### config.mk
export PLATFORM = sky130hd
export DESIGN_NAME = vga_scan_driver
export DESIGN_NICKNAME = d
export VERILOG_FILES = /design/src/rtl/vga_pkg.sv /design/src/rtl/vga_pix_ce.sv /design/src/rtl/vga_scan_driver.sv
export SDC_FILE = /design/constraint.sdc
export NUM_CORES = 1
export LEC_CHECK = 0
export ABC_CLOCK_PERIOD_IN_PS = 2800
export CAP_MARGIN = 20
export CORE_ASPECT_RATIO = 1.25
export CORE_UTILIZATION = 35
export DETAILED_ROUTE_END_ITERATION = 12
export GPL_ROUTABILITY_DRIVEN = 0
export MAX_ROUTING_LAYER = met4
export PLACE_DENSITY = 0.64
export RECOVER_POWER = 25
export SLEW_MARGIN = 15
export SYNTH_ARGS = -nofsm -noshare
export SYNTH_HDL_FRONTEND = slang
export SYNTH_SLANG_ARGS = --single-unit
export TNS_END_PERCENT = 10
### constraint.sdc
create_clock -name clk -period 2.8 [get_ports clk]
set_clock_uncertainty 0.15 [all_clocks]
set_input_delay 0.28 -clock clk [delete_from_list [all_inputs] [get_ports clk]]
set_output_delay 0.28 -clock clk [all_outputs]
set_load 0.01 [all_outputs]
### src/rtl/vga_pkg.sv
// vga_pkg: shared definitions for the VGA scan path.
//   - 640x480@60 timing constants and the derived H_TOTAL / V_TOTAL
//   - rgb444 pixel type and a small palette of 12-bit colour constants
package vga_pkg;

  typedef logic [11:0] rgb444;

  localparam int H_ACTIVE = 640;
  localparam int H_FP     = 16;
  localparam int H_SYNC   = 96;
  localparam int H_BP     = 48;
  localparam int V_ACTIVE = 480;
  localparam int V_FP     = 10;
  localparam int V_SYNC   = 2;
  localparam int V_BP     = 33;

  localparam int H_TOTAL = H_ACTIVE + H_FP + H_SYNC + H_BP;  // 800
  localparam int V_TOTAL = V_ACTIVE + V_FP + V_SYNC + V_BP;  // 525

  localparam rgb444 RED    = 12'hF00;
  localparam rgb444 GREEN  = 12'h0F0;
  localparam rgb444 BLUE   = 12'h00F;
  localparam rgb444 WHITE  = 12'hFFF;
  localparam rgb444 BLACK  = 12'h000;
  localparam rgb444 YELLOW = 12'hFF0;
  localparam rgb444 CYAN   = 12'h0FF;
  localparam rgb444 ROYAL  = 12'h46E;

endpackage

### src/rtl/vga_pix_ce.sv
// vga_pix_ce: divides the system clock into a one-clk pixel enable.
// Ports:
//   clk    in   system clock
//   rst_n  in   asynchronous active-low reset
//   pix_ce out  high for one clk out of every CLK_DIV (CLK_DIV >= 2)
module vga_pix_ce #(
  parameter int CLK_DIV = 4
) (
  input  logic clk,
  input  logic rst_n,
  output logic pix_ce
);

  localparam int DW = $clog2(CLK_DIV);
  localparam logic [DW-1:0] DIV_MAX = DW'(CLK_DIV - 1);

  logic [DW-1:0] div_cnt;

  always_ff @(posedge clk or negedge rst_n) begin
    if (!rst_n) begin
      div_cnt <= '0;
    end else if (div_cnt == DIV_MAX) begin
      div_cnt <= '0;
    end else begin
      div_cnt <= div_cnt + DW'(1);
    end
  end

  // Combinational so the first enable is consumed on the CLK_DIV-th edge
  // after reset release.
  assign pix_ce = (div_cnt == DIV_MAX);

endmodule

### src/rtl/vga_scan_driver.sv
// vga_scan_driver: scan-side VGA driver. Generates the scan position for the
// drawing modules, registers their returned RGB444 pixel against one-pixel
// delayed sync/blanking and drives the VGA pins.
// Ports:
//   clk, rst_n          system clock, asynchronous active-low reset
//   VGA_xpos, VGA_ypos  published scan position (raw counters, not gated)
//   VGA_data            RGB444 pixel for the published position
//   VGA_r/g/b           registered pin colours (black outside the active area)
//   VGA_HS, VGA_VS      registered active-low syncs
//   frame_start         one-clk pulse when the scan wraps to (0,0)
// Build option: define VGA_BORDER_EN to force a white 1-pixel frame around
// the active area as a screen-alignment aid.
module vga_scan_driver
  import vga_pkg::*;
#(
  parameter int CLK_DIV  = 4,
  parameter int H_ACTIVE = vga_pkg::H_ACTIVE,
  parameter int H_FP     = vga_pkg::H_FP,
  parameter int H_SYNC   = vga_pkg::H_SYNC,
  parameter int H_BP     = vga_pkg::H_BP,
  parameter int V_ACTIVE = vga_pkg::V_ACTIVE,
  parameter int V_FP     = vga_pkg::V_FP,
  parameter int V_SYNC   = vga_pkg::V_SYNC,
  parameter int V_BP     = vga_pkg::V_BP
) (
  input  logic        clk,
  input  logic        rst_n,
  output logic [10:0] VGA_xpos,
  output logic [10:0] VGA_ypos,
  input  logic [11:0] VGA_data,
  output logic [3:0]  VGA_r,
  output logic [3:0]  VGA_g,
  output logic [3:0]  VGA_b,
  output logic        VGA_HS,
  output logic        VGA_VS,
  output logic        frame_start
);

  localparam int H_TOTAL = H_ACTIVE + H_FP + H_SYNC + H_BP;
  localparam int V_TOTAL = V_ACTIVE + V_FP + V_SYNC + V_BP;

  localparam logic [10:0] H_LAST   = 11'(H_TOTAL - 1);
  localparam logic [10:0] V_LAST   = 11'(V_TOTAL - 1);
  localparam logic [10:0] H_ACT    = 11'(H_ACTIVE);
  localparam logic [10:0] V_ACT    = 11'(V_ACTIVE);
  localparam logic [10:0] HS_BEG   = 11'(H_ACTIVE + H_FP);
  localparam logic [10:0] HS_END   = 11'(H_ACTIVE + H_FP + H_SYNC - 1);
  localparam logic [10:0] VS_BEG   = 11'(V_ACTIVE + V_FP);
  localparam logic [10:0] VS_END   = 11'(V_ACTIVE + V_FP + V_SYNC - 1);

  logic        pix_ce;
  logic [10:0] h_cnt;
  logic [10:0] v_cnt;
  logic        active;
  logic        hs_n;
  logic        vs_n;
  logic        line_end;
  rgb444       pix;

  vga_pix_ce #(
    .CLK_DIV (CLK_DIV)
  ) u_pix_ce (
    .clk    (clk),
    .rst_n  (rst_n),
    .pix_ce (pix_ce)
  );

  assign line_end = (h_cnt == H_LAST);

  always_ff @(posedge clk or negedge rst_n) begin
    if (!rst_n) begin
      h_cnt <= '0;
      v_cnt <= '0;
    end else if (pix_ce) begin
      if (line_end) begin
        h_cnt <= '0;
        v_cnt <= (v_cnt == V_LAST) ? 11'd0 : v_cnt + 11'd1;
      end else begin
        h_cnt <= h_cnt + 11'd1;
      end
    end
  end

  assign VGA_xpos = h_cnt;
  assign VGA_ypos = v_cnt;

  assign active = (h_cnt < H_ACT) && (v_cnt < V_ACT);
  assign hs_n   = !((h_cnt >= HS_BEG) && (h_cnt <= HS_END));
  assign vs_n   = !((v_cnt >= VS_BEG) && (v_cnt <= VS_END));

`ifdef VGA_BORDER_EN
  localparam logic [10:0] H_ACT_LAST = 11'(H_ACTIVE - 1);
  localparam logic [10:0] V_ACT_LAST = 11'(V_ACTIVE - 1);
  logic border;
  assign border = (h_cnt == 11'd0) || (h_cnt == H_ACT_LAST) ||
                  (v_cnt == 11'd0) || (v_cnt == V_ACT_LAST);
  assign pix = !active ? BLACK : (border ? WHITE : VGA_data);
`else
  assign pix = active ? VGA_data : BLACK;
`endif

  // Output stage samples the pre-advance counters, so sync, blank and RGB
  // all carry the same one-pixel delay.
  always_ff @(posedge clk or negedge rst_n) begin
    if (!rst_n) begin
      VGA_HS              <= 1'b1;
      VGA_VS              <= 1'b1;
      {VGA_r, VGA_g, VGA_b} <= BLACK;
      frame_start         <= 1'b0;
    end else begin
      frame_start <= pix_ce && line_end && (v_cnt == V_LAST);
      if (pix_ce) begin
        VGA_HS              <= hs_n;
        VGA_VS              <= vs_n;
        {VGA_r, VGA_g, VGA_b} <= pix;
      end
    end
  end

endmodule

### After elaboration in Yosys (flattened, before gate mapping)

Index checks and enable logic that the tools add are counted.

| storage, ports and cells | value |
|---|---|
| flip-flop bits (word level) | 39 |
| input port bits | 14 |
| word-level logic and storage cells | 33 |

| cells by class | value |
|---|---|
| $add $sub $neg | 3 |
| order comparisons | 6 |
| equal/unequal tests | 3 |
| muxes and demuxes | 4 |
| reductions and logical operators | 8 |

Operators with widths:

| kind | number |
|---|---|
| $add A11 B1 Y11 const B | 2 |
| $eq A11 B10 Y1 const B | 2 |
| $mux W11 | 2 |
| $mux W12 | 1 |
| $ge A11 B10 Y1 const B | 1 |
| $ge A11 B9 Y1 const B | 1 |
| $le A11 B10 Y1 const B | 1 |
| $le A11 B9 Y1 const B | 1 |
| $lt A11 B10 Y1 const B | 1 |
| $lt A11 B9 Y1 const B | 1 |
| $logic_and A1 B1 Y1 | 5 |
| $add A2 B1 Y2 const B | 1 |
| $eq A2 B2 Y1 const B | 1 |
| $logic_not A1 Y1 | 2 |
| $mux W2 | 1 |
| $reduce_and A2 Y1 | 1 |

### Depth between registers and ports, before layout

| logic depth | value |
|---|---|
| word-level depth | 3 |
| depth in mapped cells | 6 |
| depth with buffers taken out | 6 |

### Cells and area by module

Synthesis repeated with hierarchy kept, for this count alone.

| second synthesis, totals | value |
|---|---|
| cell total of the unflattened synthesis | 199 |
| area, all modules | 1879.3 µm² |

Modules (own cells, without submodules):

| module | instances | cells each | area an instance (µm²) | sequential area each (µm²) |
|---|---|---|---|---|
| vga_scan_driver | 1 | 195 | 1813.0 | 928.4 |
| vga_pix_ce | 1 | 4 | 66.3 | 50.0 |

### Worst setup path after synthesis

Ideal clock, no wire load.

| timing path | value |
|---|---|
| path kind | register -> register |
| from | register h_cnt[5], in the netlist VGA_xpos[5] |
| to | register v_cnt[9], in the netlist VGA_ypos[9] |
| setup time | 0.082 ns |
| arrival | 2.028 ns |
| setup slack | 0.540 ns |
| cell stages (with the launch flop) | 7 |
| clock period less this slack | 2.260 ns |
| cells stage by stage | dfrtp_1 -> buf_6 -> or4b_4 -> or4_4 -> buf_6 -> o31a_1 -> a31oi_1 |

| between the ends | value |
|---|---|
| cells in the longest elaborated chain, start to end | 2 |

RTL lines:

| element | RTL line | text |
|---|---|---|
| start, declared | vga_scan_driver.sv:52 | `logic [10:0] h_cnt;` |
| start signal, assigned | vga_scan_driver.sv:79 | `h_cnt <= h_cnt + 11'd1;` |
| $eq A11 B10 Y1 | vga_scan_driver.sv:68 | `assign line_end = (h_cnt == H_LAST);` |
| $reduce_and A2 Y1 (no line) | -- |  |
| end signal, assigned | vga_scan_driver.sv:77 | `v_cnt <= (v_cnt == V_LAST) ? 11'd0 : v_cnt + 11'd1;` |
| end, declared | vga_scan_driver.sv:53 | `logic [10:0] v_cnt;` |

No other way between the ends.
A chain may end at the register's enable or synchronous reset.

### Worst setup path in the final report

| timing path | value |
|---|---|
| from | register h_cnt[6], in the netlist VGA_xpos[6] |
| to | register v_cnt[8], in the netlist VGA_ypos[8] |

The elaborated chain is that of the path after synthesis.

==> results by group <==
STA
  – Unrepaired setup endpoints after global routing: no
  – Final Worst Setup Slack: 0.556 ns
  – Finish-stage setup viols: 0
  – Rel. slew slack: 38.6%
  – Min cycle time layout: 2.24 ns
  – Worst slew pin tran: 0.921 ns
  – Final period utilization: 80.1%
  – Final hold violations: 0
  – Max Slew Vio Count: 0
  – TNS Setup: 0 ns
  – Max Freq: 446 MHz

Synth
  – Yosys reg bits: 39
  – Yosys warns: 0
  – Post-synth EDFFs: 0
  – Synth Area in Simple Gates: 20.7%
  – Post-synthesis compound-gate area fraction: 11.1%
  – Adder-Cell Fraction of Synth Area: 2.68%
  – Post-synthesis mux area share: 1.07%
  – Mapped cell area: 1870 sq um
  – Syn Inst Count: 192
  – Largest family of logic cells by synthesized area: simple AND/OR/NAND/NOR gates
  – XOR/XNOR share of the synthesized area: 5.16%
  – Syn avg cell area: 9.72 sq um
  – Prevailing post-synth register cell: dfrtp_1
  – Distinct cells, synth: 40
  – Synth async-reset ratio: 100%
  – Sequential-to-total area share from yosys stat: 52.4%
  – Mapped Nets: 210

Final layout
  – P&R area growth vs syn: 37.5%
  – # diodes: 0
  – Fill count: 480
  – Finished Cell Area: 2570 sq um
  – Share of cells above drive strength 1: 7.66%
  – Finished Layout Cells: 310
  – Fin nets: 265
  – Most frequent cells in the layout: clkdlybuf4s50_1, dfrtp_1, inv_1
  – Most common cell after layout, fill and taps aside: clkdlybuf4s50_1

Global routing
  – Total congestion overflow: 0
  – Initial antenna violation count: 0
  – Met2 Use GR: 24.2%
  – Met1 Resource Use GR: 20.5%
  – Met3 Use GR: 4.37%
  – Tot GR Track Use: 16.1%
  – Number of global-route vias before repair: 1,421
  – Grt peak-use layer: met2
  – Largest net degree at the start of global routing: 40
  – Wire length of the first global-routing pass: 6.60 mm

Power
  – P per Cell Area: 462 nW/um^2
  – Leak pwr: 1.10 nW
  – Overall Power: 1.19 mW
  – Worst VDD drop: 0.173 mV

Route
  – Drt drc: 0
  – ANT nets after route: 0
  – WL/cell: 12.6 um
  – Final WL: 3.92 mm
  – DR vias/cell: 4.89
  – Drt pass-1 iters: 4
  – Detailed Route Iter0 Violations: 63
  – Via Count: 1,515

Min path
  – Worst min path class: reg2reg

Setup path
  – Worst Setup Start Kind: register
  – Worst Path Max Fanout: 10
  – Crit-path slowest cell: or4b_4
  – Slowest stage delay, CP: 0.58 ns
  – CP arrival: 2.31 ns
  – CP delay by family, top: simple AND/OR/NAND/NOR gates
  – Worst path required time: 2.86 ns
  – Setup Crit Path Kind: reg2reg
  – Crit. End Element: register
  – Critical-path cell list: or4b_4, or4_4, nor4_4, xor2_1
  – Worst path bufs/invs: 0

Placement
  – Hpwl dp: 2.79 mm
  – PortBufs: 50
  – Setup WS pre-CTS: 0.576 ns
  – DP Cell Count: 301
  – Placed Instance Area: 2420 sq um

Die
  – Die area: 5630 sq um
  – Num ports: 51
  – Die Span X: 67.3 um
  – Initial cell density of the core: 36.5%
  – Core ar.: 5120 sq um
  – Die H: 83.7 um
  – Row Count: 29

Clocking
  – CTS tree: yes
  – Clk Latency, worst-skew pair: 0.29 ns
  – CTS sink cnt: 39
  – Clk slew on worst S/H paths: 0.08 ns
  – Num CTS Buffers: 5
  – Max clock buf depth: 2
  – Root buffer cell: clkbuf_8
  – Postcts setup bufs: 0
  – H-Tree Depth: 2

Status
  – Status: finished, final reports clean

Job
  – Max cap viols: 0
[cell usage after synthesis, types with 2 or more instances]
master / count / area share [%]
and2_1: 2 / 0.67
dfrtp_1: 37 / 50
o21ai_0: 22 / 5.9
ha_1: 4 / 2.7
a21oi_1: 4 / 1.1
nand2_1: 22 / 4.4
nor3_1: 4 / 1.1
o22ai_1: 2 / 0.67
nand4_1: 9 / 3.0
xor2_1: 5 / 2.3
buf_6: 2 / 1.2
mux2i_1: 2 / 1.1
inv_1: 24 / 4.8
o31ai_1: 2 / 0.80
xnor2_1: 6 / 2.8
dfstp_2: 2 / 2.8
clkbuf_1: 3 / 0.60
nand3_1: 7 / 1.9
nor2_1: 11 / 2.2
nor4_1: 2 / 0.67
[report_power, final]
part,switching [mW],leakage (nW),internal (mW),total [mW]
combinational,0.0237,0.535,0.0334,0.0572
clock,0.198,0.0644,0.355,0.553
sequential,0.00424,0.496,0.572,0.576
[flip-flops by register name (all words and copies together) (netlist names)]
name,cells
VGA_HS,1
VGA_VS,1
VGA_b,4
VGA_g,4
VGA_r,4
VGA_xpos,11
VGA_ypos,11
frame_start,1
u_pix_ce.div_cnt,2
[worst reg2reg max path, delay by kind of cell (launching register included)]
family	cells	cell delay, ns
XOR/XNOR	1	0.16
flip-flops	1	0.47
AND/OR/NAND/NOR	3	1.39
[cell type report]
class	instances	area [sq um]	area share (%)
well taps	62	77.6	3.02
repair buffers	54	524	20.4
clock buffers	5	68.8	2.68
multi-input cells	123	759	29.6
inverters	24	90.1	3.51
clock inverters	3	67.6	2.63
flip-flops and latches	39	978	38.1
[metal layers]
| layer | part of all wire (%) | up-vias |
|---|---|---|
| li1 | - | 765 |
| met1 | 45 | 698 |
| met2 | 48 | 47 |
| met3 | 5.0 | 5 |
| met4 | 1.6 | 0 |
| met5 | 0 | - |
[worst paths after layout]
| path | startpoint | to | slack (ns) | cells after the start |
|---|---|---|---|---|
| max | VGA_xpos[6]$_DFFE_PN0P_ | VGA_ypos[8]$_DFFE_PN0P_ | 0.56 | 4 |
| min | u_pix_ce.div_cnt[0]$_DFF_PN0_ | u_pix_ce.div_cnt[0]$_DFF_PN0_ | 0.29 | 1 |
| max reg2reg | VGA_xpos[6]$_DFFE_PN0P_ | VGA_ypos[8]$_DFFE_PN0P_ | 0.56 | 4 |
| min reg2reg | u_pix_ce.div_cnt[0]$_DFF_PN0_ | u_pix_ce.div_cnt[0]$_DFF_PN0_ | 0.29 | 1 |
| max in group asynchronous | rst_n | VGA_ypos[5]$_DFFE_PN0P_ | 1.43 | 2 |
| min in group asynchronous | rst_n | VGA_ypos[3]$_DFFE_PN0P_ | 0.51 | 2 |
[cell families after synthesis]
logic type / Yosys count
simple gates: 70
flops: 39
compound gates: 36
buf+inv: 30
xor+xnor: 11
fa+ha+maj: 4
mux: 2
[through the flow]
| stage | utilization (%) | hold WS (ns) |
|---|---|---|
| finish | 50.2 | 0.293 |
| global route | 50.2 | 0.322 |
| CTS | 50.2 | 0.292 |
| detailed placement | 47.4 | 0.273 |
| global placement | 47.4 | 0.267 |
| floorplan | - | -0.166 |
[what timing repair did]
| action | CTS | global route |
|---|---|---|
| setup endpoints to repair | 0 | 0 |
| gates resized for setup | 0 | 0 |
| hold endpoints to repair | 37 | 0 |
| hold buffers | 1 | 0 |
Note: power is estimated with default switching activity, not from simulation.
